`src/rtl/clock_time_counter.sv`:
```
// HH:MM:SS BCD time-of-day counter with 1 Hz prescaler and set-mode FSM.
// Define CLOCK_12H_EN for 12-hour display with PM flag (default: 24-hour).
module clock_time_counter #(
  parameter int CLK_HZ = 50_000_000
) (
  input  logic       clk,
  input  logic       reset,
  input  logic       btn_mode,
  input  logic       btn_inc,
  output logic [3:0] sec_lo,
  output logic [3:0] sec_hi,
  output logic [3:0] min_lo,
  output logic [3:0] min_hi,
  output logic [3:0] hr_lo,
  output logic [3:0] hr_hi,
  output logic [1:0] set_state,
  output logic       tick_1hz,
  output logic       pm
);

  localparam int PW = (CLK_HZ > 1) ? $clog2(CLK_HZ) : 1;
  localparam logic [PW-1:0] LAST = PW'(CLK_HZ - 1);

`ifdef CLOCK_12H_EN
  localparam logic [3:0] HR_HI_RST = 4'd1;
  localparam logic [3:0] HR_LO_RST = 4'd2;
`else
  localparam logic [3:0] HR_HI_RST = 4'd0;
  localparam logic [3:0] HR_LO_RST = 4'd0;
`endif

  typedef enum logic [1:0] {
    RUN     = 2'b00,
    SET_HR  = 2'b01,
    SET_MIN = 2'b10
  } state_t;

  state_t        state_q, state_d;
  logic [PW-1:0] cnt_q, cnt_d;
  logic [3:0]    sl_q, sl_d, sh_q, sh_d;
  logic [3:0]    ml_q, ml_d, mh_q, mh_d;
  logic [3:0]    hl_q, hl_d, hh_q, hh_d;
  logic          pm_q, pm_d;
  logic          tick_q, tick;
  logic [8:0]    s_inc, m_inc, h_inc;

  // {carry, hi, lo} for a 00..59 BCD field
  function automatic logic [8:0] inc60(
    input logic [3:0] hi,
    input logic [3:0] lo
  );
    if (lo != 4'd9)
      inc60 = {1'b0, hi, lo + 4'd1};
    else if (hi != 4'd5)
      inc60 = {1'b0, hi + 4'd1, 4'd0};
    else
      inc60 = {1'b1, 4'd0, 4'd0};
  endfunction

  // {pm_toggle, hi, lo} for the hour field
  function automatic logic [8:0] inc_hr(
    input logic [3:0] hi,
    input logic [3:0] lo
  );
`ifdef CLOCK_12H_EN
    if (hi == 4'd1 && lo == 4'd1)
      inc_hr = {1'b1, 4'd1, 4'd2};
    else if (hi == 4'd1 && lo == 4'd2)
      inc_hr = {1'b0, 4'd0, 4'd1};
    else if (lo == 4'd9)
      inc_hr = {1'b0, hi + 4'd1, 4'd0};
    else
      inc_hr = {1'b0, hi, lo + 4'd1};
`else
    if (hi == 4'd2 && lo == 4'd3)
      inc_hr = {1'b0, 4'd0, 4'd0};
    else if (lo == 4'd9)
      inc_hr = {1'b0, hi + 4'd1, 4'd0};
    else
      inc_hr = {1'b0, hi, lo + 4'd1};
`endif
  endfunction

  // Next-state: mode FSM, prescaler, time advance and set increments
  always_comb begin
    state_d = state_q;
    cnt_d   = cnt_q;
    sl_d    = sl_q;
    sh_d    = sh_q;
    ml_d    = ml_q;
    mh_d    = mh_q;
    hl_d    = hl_q;
    hh_d    = hh_q;
    pm_d    = pm_q;
    tick    = 1'b0;
    s_inc   = inc60(sh_q, sl_q);
    m_inc   = inc60(mh_q, ml_q);
    h_inc   = inc_hr(hh_q, hl_q);
    unique case (state_q)
      RUN: begin
        if (btn_mode) begin
          state_d = SET_HR;
          sl_d    = 4'd0;
          sh_d    = 4'd0;
          cnt_d   = '0;
        end else if (cnt_q == LAST) begin
          tick  = 1'b1;
          cnt_d = '0;
          {sh_d, sl_d} = s_inc[7:0];
          if (s_inc[8]) begin
            {mh_d, ml_d} = m_inc[7:0];
            if (m_inc[8]) begin
              {hh_d, hl_d} = h_inc[7:0];
              pm_d = pm_q ^ h_inc[8];
            end
          end
        end else begin
          cnt_d = cnt_q + PW'(1);
        end
      end
      SET_HR: begin
        if (btn_mode) begin
          state_d = SET_MIN;
        end else if (btn_inc) begin
          {hh_d, hl_d} = h_inc[7:0];
          pm_d = pm_q ^ h_inc[8];
        end
      end
      SET_MIN: begin
        if (btn_mode) begin
          state_d = RUN;
          cnt_d   = '0;
        end else if (btn_inc) begin
          {mh_d, ml_d} = m_inc[7:0];
        end
      end
      default: begin
        state_d = RUN;
        cnt_d   = '0;
      end
    endcase
  end

  // State, time digits and delayed tick registers
  always_ff @(posedge clk) begin
    if (reset) begin
      state_q <= RUN;
      cnt_q   <= '0;
      sl_q    <= 4'd0;
      sh_q    <= 4'd0;
      ml_q    <= 4'd0;
      mh_q    <= 4'd0;
      hl_q    <= HR_LO_RST;
      hh_q    <= HR_HI_RST;
      pm_q    <= 1'b0;
      tick_q  <= 1'b0;
    end else begin
      state_q <= state_d;
      cnt_q   <= cnt_d;
      sl_q    <= sl_d;
      sh_q    <= sh_d;
      ml_q    <= ml_d;
      mh_q    <= mh_d;
      hl_q    <= hl_d;
      hh_q    <= hh_d;
      pm_q    <= pm_d;
      tick_q  <= tick;
    end
  end

  assign sec_lo    = sl_q;
  assign sec_hi    = sh_q;
  assign min_lo    = ml_q;
  assign min_hi    = mh_q;
  assign hr_lo     = hl_q;
  assign hr_hi     = hh_q;
  assign set_state = state_q;
  assign tick_1hz  = tick_q;
  assign pm        = pm_q;

endmodule

```
`config.mk`:
```
export PLATFORM = sky130hd
export DESIGN_NAME = clock_time_counter
export DESIGN_NICKNAME = d
export VERILOG_FILES = /design/src/rtl/clock_time_counter.sv
export SDC_FILE = /design/constraint.sdc
export NUM_CORES = 1
export LEC_CHECK = 0
export CORE_MARGIN = 4
export CORE_UTILIZATION = 45
export DETAILED_ROUTE_END_ITERATION = 7
export PLACE_DENSITY = 0.71
export SYNTH_ARGS = -nofsm -noshare
export SYNTH_HDL_FRONTEND = slang
export SYNTH_SLANG_ARGS = --single-unit
```
`constraint.sdc`:
```
create_clock -name clk -period 7.3 [get_ports clk]
set_clock_uncertainty 0.2 [all_clocks]
set_input_delay 1.46 -clock clk [delete_from_list [all_inputs] [get_ports clk]]
set_output_delay 1.46 -clock clk [all_outputs]
set_load 0.02 [all_outputs]
```
==> results.sh, run 1 <==
export IMPL_dr_pass1_iters=5
export IMPL_ys_warn_count=0
export IMPL_slew_headroom=0.286
export IMPL_r2r_end="hr_hi[1]"
export IMPL_clk_pin_slew_worst_paths_ns=0.09
export IMPL_gr_total_overflow=0
export IMPL_post_cts_buffers=0
export IMPL_setup_violations=0
export IMPL_stdcell_area_um2=3510
export IMPL_track_usage=0.174
export IMPL_first_global_vias=2554
export IMPL_timing_final_crit_share=0.535
export IMPL_routed_wl_mm=7.29
export IMPL_cts_resized_gates=0
export IMPL_tightest_slew_ns=1.07
export IMPL_timing_hold_ws_ns=0.262
export IMPL_vias=2880
export IMPL_hold_start="cnt_q[25]"
export IMPL_status="finished clean"
export IMPL_fp_dieW_um=90.8
export IMPL_r2r_start="cnt_q[0]"
export IMPL_layout_common_cells="dfxtp_1 (53), a21oi_1 (30), clkdlybuf4s50_1 (30)"
export IMPL_fin_ws_ns=3.40
export IMPL_path_cells="clkdlybuf4s50_1 > or3_4 > nand2b_1 > a21oi_1 > nand3b_1 > a21bo_2"
export IMPL_p_leak_nw=1.13
export IMPL_die_height_um=90.8
export IMPL_io_buffer_count=30
export IMPL_holdPathStages=1
export IMPL_synth_cells=365
export IMPL_end_kind="register"
export IMPL_reg2regPathDepth=6
export IMPL_synth_flop_cell="dfxtp_1"
export IMPL_final_net_count=402
export IMPL_cellPowerDensity_nw_per_um2=149
export IMPL_vdd_ir_drop_max_mv=0.0839
export IMPL_final_common_cell="dfxtp_1"
export IMPL_critPathKind="primary input to register"
export IMPL_synth_edf_count=0
export IMPL_cp_slowest_cell="a21oi_1"
export IMPL_pin_count=32
export IMPL_path_max_fanout=14
export IMPL_ys_types=71
export IMPL_hold_class="register to register"
export IMPL_rsz0062_at_grt="no"
export IMPL_maxCapViolations=0
export IMPL_synth_seq_cells=53
export IMPL_root_buffer="clkbuf_8"
export IMPL_cts_buffer_depth=2
export IMPL_min_to="cnt_q[25]"
export IMPL_drc=0
export IMPL_cts_made_buffers=5
export IMPL_placed_cell_area_um2=3420
export IMPL_dp_hpwl_mm=5.19
export IMPL_dp_slack_ns=3.14
export IMPL_grt_pass1_wl_mm=12.1
export IMPL_hold_buffers=0
export IMPL_setup_tns_final_ns=0
export IMPL_wl_per_cell_um=15.6
export IMPL_die_area_um2=8240
export IMPL_place_gp_congestion=0.829
export IMPL_area_delta_synth_final_pct=13.9
export IMPL_arrival_ns=3.96
export IMPL_initial_core_util=0.475
export IMPL_cp_start_kind="primary input"
export IMPL_hold_viol=0
export IMPL_drive_gt1_frac=0.0897
export IMPL_fin_util=0.541
export IMPL_drtAntennaViolNets=0
export IMPL_cts_tree="built"
export IMPL_viasPerCell=6.17
export IMPL_fmax_mhz=256
export IMPL_max_stage_delay_ns=0.85
export IMPL_avgSynthCellArea_um2=8.45
export IMPL_rows=29
export IMPL_clkLatencyLatePin_ns=0.32
export IMPL_slew_violations=0
export IMPL_drt_iter0_markers=167
export IMPL_netlist_area_um2=3080
export IMPL_synth_seq_area_share=0.344
export IMPL_synthArstFlopShare=0
export IMPL_antenna_found_initial=0
export IMPL_clock_sinks=53
export IMPL_reg2reg_slack_ns=4.57
export IMPL_htree_levels=2
export IMPL_cp_required_ns=7.35
export IMPL_grt_start_max_net_pins=37
export IMPL_num_antenna_cells=0
export IMPL_core_area_um2=6490
export IMPL_finalCriticalPeriod_ns=3.90
export IMPL_syn_nets=378
==> where the power goes <==
group	switching (mW)	total (mW)	internal (mW)
sequential	0.00586	0.298	0.292
combinational	0.0386	0.0580	0.0194
clock	0.101	0.169	0.0679
==> state kept, by name, indices dropped and copies added (netlist names) <==
name       count
min_hi         4
set_state      2
min_lo         4
sec_lo         4
cnt_q         26
tick_1hz       1
hr_lo          4
sec_hi         4
hr_hi          4
==> layer usage <==
metal,GRT usage,vias up,part of all wire
li1,-,1431,-
met1,0.222,1383,0.47
met2,0.301,60,0.48
met3,0.0283,6,0.034
met4,0.0490,0,0.0084
met5,0,-,0
==> critical path: cells and delay by family <==
family | cells | cell delay [ns]
and+or+nand+nor | 3 | 0.79
buffers and inverters | 1 | 0.62
AOI/OAI and AO/OA | 2 | 1.08
==> how the worst max path moves through the flow <==
stage | from | to | slack [ns] | cells after the start
after floorplan | btn_mode | hr_hi[1] | 4.08 | 5
after global placement | btn_mode | cnt_q[13] | 3.20 | 6
after detailed placement | btn_mode | cnt_q[13] | 3.14 | 6
after CTS | btn_mode | cnt_q[13] | 3.45 | 6
after global routing | btn_mode | cnt_q[24] | 3.22 | 6
final | btn_mode | cnt_q[13] | 3.40 | 6
==> layout make-up <==
class                   instances  area [um2]
clock buffers                   6        72.6
clock inverters                 2        15.0
fillers                       602        2980
multi-input cells             286        1910
repair buffers                 32         315
inverters                      11        41.3
flip-flops and latches         53        1060
well taps                      77        96.3
==> synthesized netlist by cell type, types with 5 or more instances <==
| library cell | instances | share of area |
|---|---|---|
| inv_1 | 10 | 0.012 |
| clkbuf_1 | 9 | 0.011 |
| nor2b_1 | 7 | 0.014 |
| nand4_1 | 8 | 0.016 |
| nor4_1 | 7 | 0.014 |
| nand3_1 | 21 | 0.034 |
| a311oi_1 | 7 | 0.020 |
| dfxtp_1 | 53 | 0.34 |
| or3_1 | 5 | 0.010 |
| xnor2_1 | 5 | 0.014 |
| ha_1 | 9 | 0.037 |
| nand2_1 | 26 | 0.032 |
| nor3_1 | 8 | 0.013 |
| nor2_1 | 24 | 0.029 |
| a21oi_1 | 30 | 0.049 |
| o21ai_0 | 23 | 0.037 |
| nand3b_1 | 5 | 0.012 |
| or4_1 | 6 | 0.015 |
| nand2b_1 | 5 | 0.010 |
==> kinds of logic after synthesis <==
logic type               after synthesis  share of synthesized area
AND/OR/NAND/NOR                      158                      0.313
buffers and inverters                 26                     0.0365
flip-flops                            53                      0.344
AO/OA/AOI/OAI                        101                      0.215
adder cells (fa/ha/maj)                9                     0.0365
XOR/XNOR                               8                     0.0227
multiplexers                           9                     0.0312
other                                  1                    0.00122
==> per-stage QoR <==
step / power (mW) / cells
CTS: 0.531 / 467
floorplan: 0.346 / 365
global placement: 0.361 / 459
detailed placement: 0.362 / 459
global route: 0.548 / 467
finish: 0.525 / 467
No activity file was read; power rests on OpenSTA's default activity.
==> inputs of run 2 (changes only) <==
Clock period 7.3 ns to 3.95 ns, I/O delays scaled along.
==> run 2 against run 1 <==
- design area up 1.6%
- largest cell class unchanged
- global-route usage is 0.99 points higher
- register-to-register slack worse by 3.4 ns
- worst hold slack better by 0.00076 ns
- die area unchanged
- critical path type unchanged
==> results.sh, run 2 (same netlist as run 1, synthesis figures left out) <==
export IMPL_power_total_mw=1.05
export IMPL_vias=2881
export IMPL_cellPowerDensity_nw_per_um2=295
export IMPL_arrival_ns=2.90
export IMPL_rows=29
export IMPL_clkLatencyLatePin_ns=0.31
export IMPL_setup_violations=0
export IMPL_dp_slack_ns=0.732
export IMPL_maxCapViolations=0
export IMPL_fin_ws_ns=1.06
export IMPL_cts_made_buffers=5
export IMPL_p_leak_nw=1.17
export IMPL_grt_pass1_wl_mm=12.9
export IMPL_cts_tree="built"
export IMPL_critPathKind="primary input to register"
export IMPL_hold_viol=0
export IMPL_num_antenna_cells=0
export IMPL_fin_cells=470
export IMPL_die_area_um2=8240
export IMPL_grt_start_max_net_pins=36
export IMPL_drc=0
export IMPL_post_cts_buffers=0
export IMPL_routed_wl_mm=7.43
export IMPL_wl_per_cell_um=15.8
export IMPL_area_delta_synth_final_pct=15.7
export IMPL_dr_pass1_iters=5
export IMPL_drtAntennaViolNets=0
export IMPL_dp_hpwl_mm=5.24
export IMPL_path_max_fanout=6
export IMPL_drive_gt1_frac=0.0992
export IMPL_cp_start_kind="primary input"
export IMPL_clock_sinks=53
export IMPL_cp_required_ns=3.96
export IMPL_slew_headroom=0.468
export IMPL_setup_tns_final_ns=0
export IMPL_hold_buffers=0
export IMPL_clk_pin_slew_worst_paths_ns=0.10
export IMPL_regMostFlops="cnt_q"
export IMPL_cts_resized_gates=0
export IMPL_die_height_um=90.8
export IMPL_final_common_cell="dfxtp_1"
export IMPL_cts_buffer_depth=2
export IMPL_fmax_mhz=346
export IMPL_finalCriticalPeriod_ns=2.89
export IMPL_core_area_um2=6490
export IMPL_status="finished clean"
export IMPL_antenna_found_initial=0
export IMPL_vdd_ir_drop_max_mv=0.158
export IMPL_fp_dieW_um=90.8
export IMPL_pin_count=32
export IMPL_rsz0062_at_grt="no"
export IMPL_end_kind="register"
export IMPL_timing_final_crit_share=0.732
export IMPL_viasPerCell=6.13
export IMPL_gr_total_overflow=0
export IMPL_timing_hold_ws_ns=0.262
export IMPL_slew_violations=0
export IMPL_hold_class="register to register"
export IMPL_place_gp_congestion=0.828
export IMPL_seq_area_um2=1060
export IMPL_layout_common_cells="dfxtp_1 (53), a21oi_1 (30), clkdlybuf4s50_1 (30)"
export IMPL_initial_core_util=0.475
export IMPL_tightest_slew_ns=0.790
export IMPL_final_net_count=405
export IMPL_track_usage=0.184
export IMPL_multi_input_area_um2=1910
export IMPL_drt_iter0_markers=173
export IMPL_dpl_cell_count=462
export IMPL_io_buffer_count=30
export IMPL_num_fill_cells=594
export IMPL_root_buffer="clkbuf_8"
export IMPL_htree_levels=2
export IMPL_first_global_vias=2725
export IMPL_largest_reg_flops=26
==> run 2: changes by cell type in the layout (fill, tap and decap cells not counted), sizes merged <==
cell	delta
buf	+3
clkinvlp	-1
bufinv	+1
==> run 2: worst paths after layout <==
kind	startpoint	end	slack (ns)	cells past startpoint
max reg2reg	cnt_q[0]	hr_hi[1]	1.19	6
min	cnt_q[25]	cnt_q[25]	0.26	1
min reg2reg	cnt_q[25]	cnt_q[25]	0.26	1
max	btn_mode	hr_hi[1]	1.06	6
==> run 2: routing by layer <==
| metal | track usage | wire length [um] |
|---|---|---|
| met5 | 0 | 0 |
| met4 | 0.0364 | 52 |
| met3 | 0.0358 | 283 |
| met2 | 0.319 | 3590 |
| met1 | 0.237 | 3500 |
==> run 2: per-stage QoR <==
step | utilization | instance area (um2)
after floorplan | - | 3080
after global placement | 0.531 | 3450
after detailed placement | 0.531 | 3450
after CTS | 0.549 | 3570
after global routing | 0.549 | 3570
final | 0.549 | 3570
==> run 2: area by class of cell <==
cell class                 instances  share of cell area
inverter                          11              0.0116
multi-input combinational        286               0.536
timing repair buffer              35              0.0947
clock inverter                     2              0.0105
clock buffer                       6              0.0231
sequential                        53               0.297
tap                               77              0.0270
==> run 2: worst max-delay path: stages <==
cell and delay, ns:
clkdlybuf4s50_1 0.45, or3_4 0.38, nor4_2 0.32, nand4_1 0.30
a21oi_2 0.33, mux2_1 0.34
==> run 2: report_power, final <==
group | switching (mW) | internal (mW)
sequential | 0.0111 | 0.540
combinational | 0.0721 | 0.0383
clock | 0.183 | 0.206
==> inputs of run 3 (changes only) <==
Clock period 3.95 ns to 2.7 ns, I/O delays scaled along.
==> run 3 against run 2 <==
- final cell count increased by 2.6%
- combinational power increased by 60%
- critical path depth unchanged
- sequential power increased by 46%
- total power increased by 37%
- setup slack got worse by 0.83 ns
- via count increased by 1.5%
- clock power increased by 17%
- highest routed layer unchanged
- worst hold slack improved by 0.0017 ns
- design area increased by 1.9%
- non-clock buffer count increased by 12
==> results.sh, run 3 (same netlist as run 1, synthesis figures left out) <==
export IMPL_first_global_vias=2752
export IMPL_timing_hold_ws_ns=0.264
export IMPL_area_delta_synth_final_pct=17.9
export IMPL_largest_reg_flops=26
export IMPL_wl_met2_mm=3.49
export IMPL_cellPowerDensity_nw_per_um2=396
export IMPL_clk_pin_slew_worst_paths_ns=0.10
export IMPL_slew_headroom=0.627
export IMPL_end_kind="register"
export IMPL_cp_start_kind="register"
export IMPL_met1_length_mm=3.54
export IMPL_die_area_um2=8240
export IMPL_arrival_ns=2.49
export IMPL_clkLatencyLatePin_ns=0.32
export IMPL_drive_gt1_frac=0.126
export IMPL_cp_slowest_cell="dfxtp_1"
export IMPL_fmax_mhz=405
export IMPL_setup_violations=0
export IMPL_num_fill_cells=604
export IMPL_viasPerCell=6.06
export IMPL_seqPwrFrac=0.560
export IMPL_timing_final_crit_share=0.914
export IMPL_hold_class="register to register"
export IMPL_drt_iter0_markers=146
export IMPL_status="finished clean"
export IMPL_rows=29
export IMPL_dr_pass1_iters=4
export IMPL_regMostFlops="cnt_q"
export IMPL_comb_power_share=0.122
export IMPL_path_max_fanout=8
export IMPL_power_total_mw=1.44
export IMPL_cts_buffer_depth=2
export IMPL_cts_made_buffers=5
export IMPL_drtAntennaViolNets=0
export IMPL_post_cts_buffers=0
export IMPL_clkPwrFrac=0.317
export IMPL_vdd_ir_drop_max_mv=0.264
export IMPL_fp_dieW_um=90.8
export IMPL_switchingPower_mw=0.400
export IMPL_hold_viol=0
export IMPL_layout_common_cells="dfxtp_1 (53), a21oi_1 (30), clkdlybuf4s50_1 (30)"
export IMPL_cts_resized_gates=0
export IMPL_routed_wl_mm=7.40
export IMPL_slew_violations=0
export IMPL_rsz0062_at_grt="no"
export IMPL_die_height_um=90.8
export IMPL_htree_levels=2
export IMPL_drc=0
export IMPL_critPathKind="register to register"
export IMPL_grt_pass1_wl_mm=12.7
export IMPL_pin_count=32
export IMPL_root_buffer="clkbuf_8"
export IMPL_place_gp_congestion=0.844
export IMPL_num_antenna_cells=0
export IMPL_met3WireLength_um=262
export IMPL_max_stage_delay_ns=0.40
export IMPL_track_usage=0.180
export IMPL_dpl_cell_count=474
export IMPL_internal_power_mw=1.04
export IMPL_p_leak_nw=1.22
export IMPL_hold_buffers=0
export IMPL_maxCapViolations=0
export IMPL_io_buffer_count=30
export IMPL_dr_max_layer_used="met4"
export IMPL_setup_tns_final_ns=0
export IMPL_cp_required_ns=2.72
export IMPL_dp_hpwl_mm=5.27
export IMPL_finalCriticalPeriod_ns=2.47
export IMPL_vias=2923
export IMPL_grt_start_max_net_pins=36
export IMPL_path_cells="ha_1 > nand4_4 > nor4_4 > nand4_1 > a21boi_0 > mux2_2"
export IMPL_final_net_count=417
export IMPL_swShare=0.278
export IMPL_gr_total_overflow=0
export IMPL_tightest_slew_ns=0.559
export IMPL_core_area_um2=6490
export IMPL_cts_tree="built"
export IMPL_stdcell_area_um2=3640
export IMPL_final_common_cell="dfxtp_1"
export IMPL_antenna_found_initial=0
export IMPL_placed_cell_area_um2=3550
export IMPL_initial_core_util=0.475
export IMPL_wl_per_cell_um=15.3
export IMPL_fin_cells=482
export IMPL_clock_sinks=53
run 3: cell types whose count changed in the layout (fill, tap and decap cells not counted), sizes merged:
| cell | change |
|---|---|
| buf | +12 |
| clkinv | +2 |
| bufinv | -1 |
| clkbuf | -1 |
run 3: worst paths after layout:
kind	start	to	slack, ns	cells after the start
setup reg to reg	cnt_q[0]	min_lo[2]	0.23	6
setup / recovery	cnt_q[0]	min_lo[2]	0.23	6
hold / removal	cnt_q[25]	cnt_q[25]	0.26	1
hold reg to reg	cnt_q[25]	cnt_q[25]	0.26	1
run 3: stage by stage:
stage | setup slack (ns) | utilization
final | 0.233 | 0.560
after detailed placement | 0.00978 | 0.547
after global routing | 0.0541 | 0.560
after global placement | 0.0154 | 0.547
after floorplan | 0.350 | -
after CTS | 0.142 | 0.560
run 3: metal layers:
layer | vias to the layer above | track usage
li1 | 1464 | -
met1 | 1398 | 0.231
met2 | 51 | 0.307
met3 | 10 | 0.0317
met4 | 0 | 0.0553
met5 | - | 0
run 3: power by group through the flow:
| stage | Clock [mW] | Combinational [mW] | Sequential [mW] |
|---|---|---|---|
| after global placement | 0 | 0.172 | 0.824 |
| final | 0.456 | 0.176 | 0.806 |
| after global routing | 0.496 | 0.194 | 0.809 |
| after floorplan | 0 | 0.108 | 0.827 |
| after CTS | 0.471 | 0.176 | 0.806 |
| after detailed placement | 0 | 0.174 | 0.825 |
run 3: cell type report:
class | instances | area (um2) | share of cell area
clock buffers | 5 | 68.8 | 0.0189
multi-input cells | 286 | 1910 | 0.525
well taps | 77 | 96.3 | 0.0265
clock inverters | 3 | 17.5 | 0.00482
inverters | 11 | 41.3 | 0.0114
repair buffers | 47 | 440 | 0.121
flip-flops and latches | 53 | 1060 | 0.292
run 3: worst max-delay path, delay by kind of cell, from the launching register on:
kind / cells / cell delay (ns)
and+or+nand+nor: 3 / 0.86
DFF: 1 / 0.40
muxes: 1 / 0.35
adders and majority gates: 1 / 0.32
AOI/OAI and AO/OA: 1 / 0.23
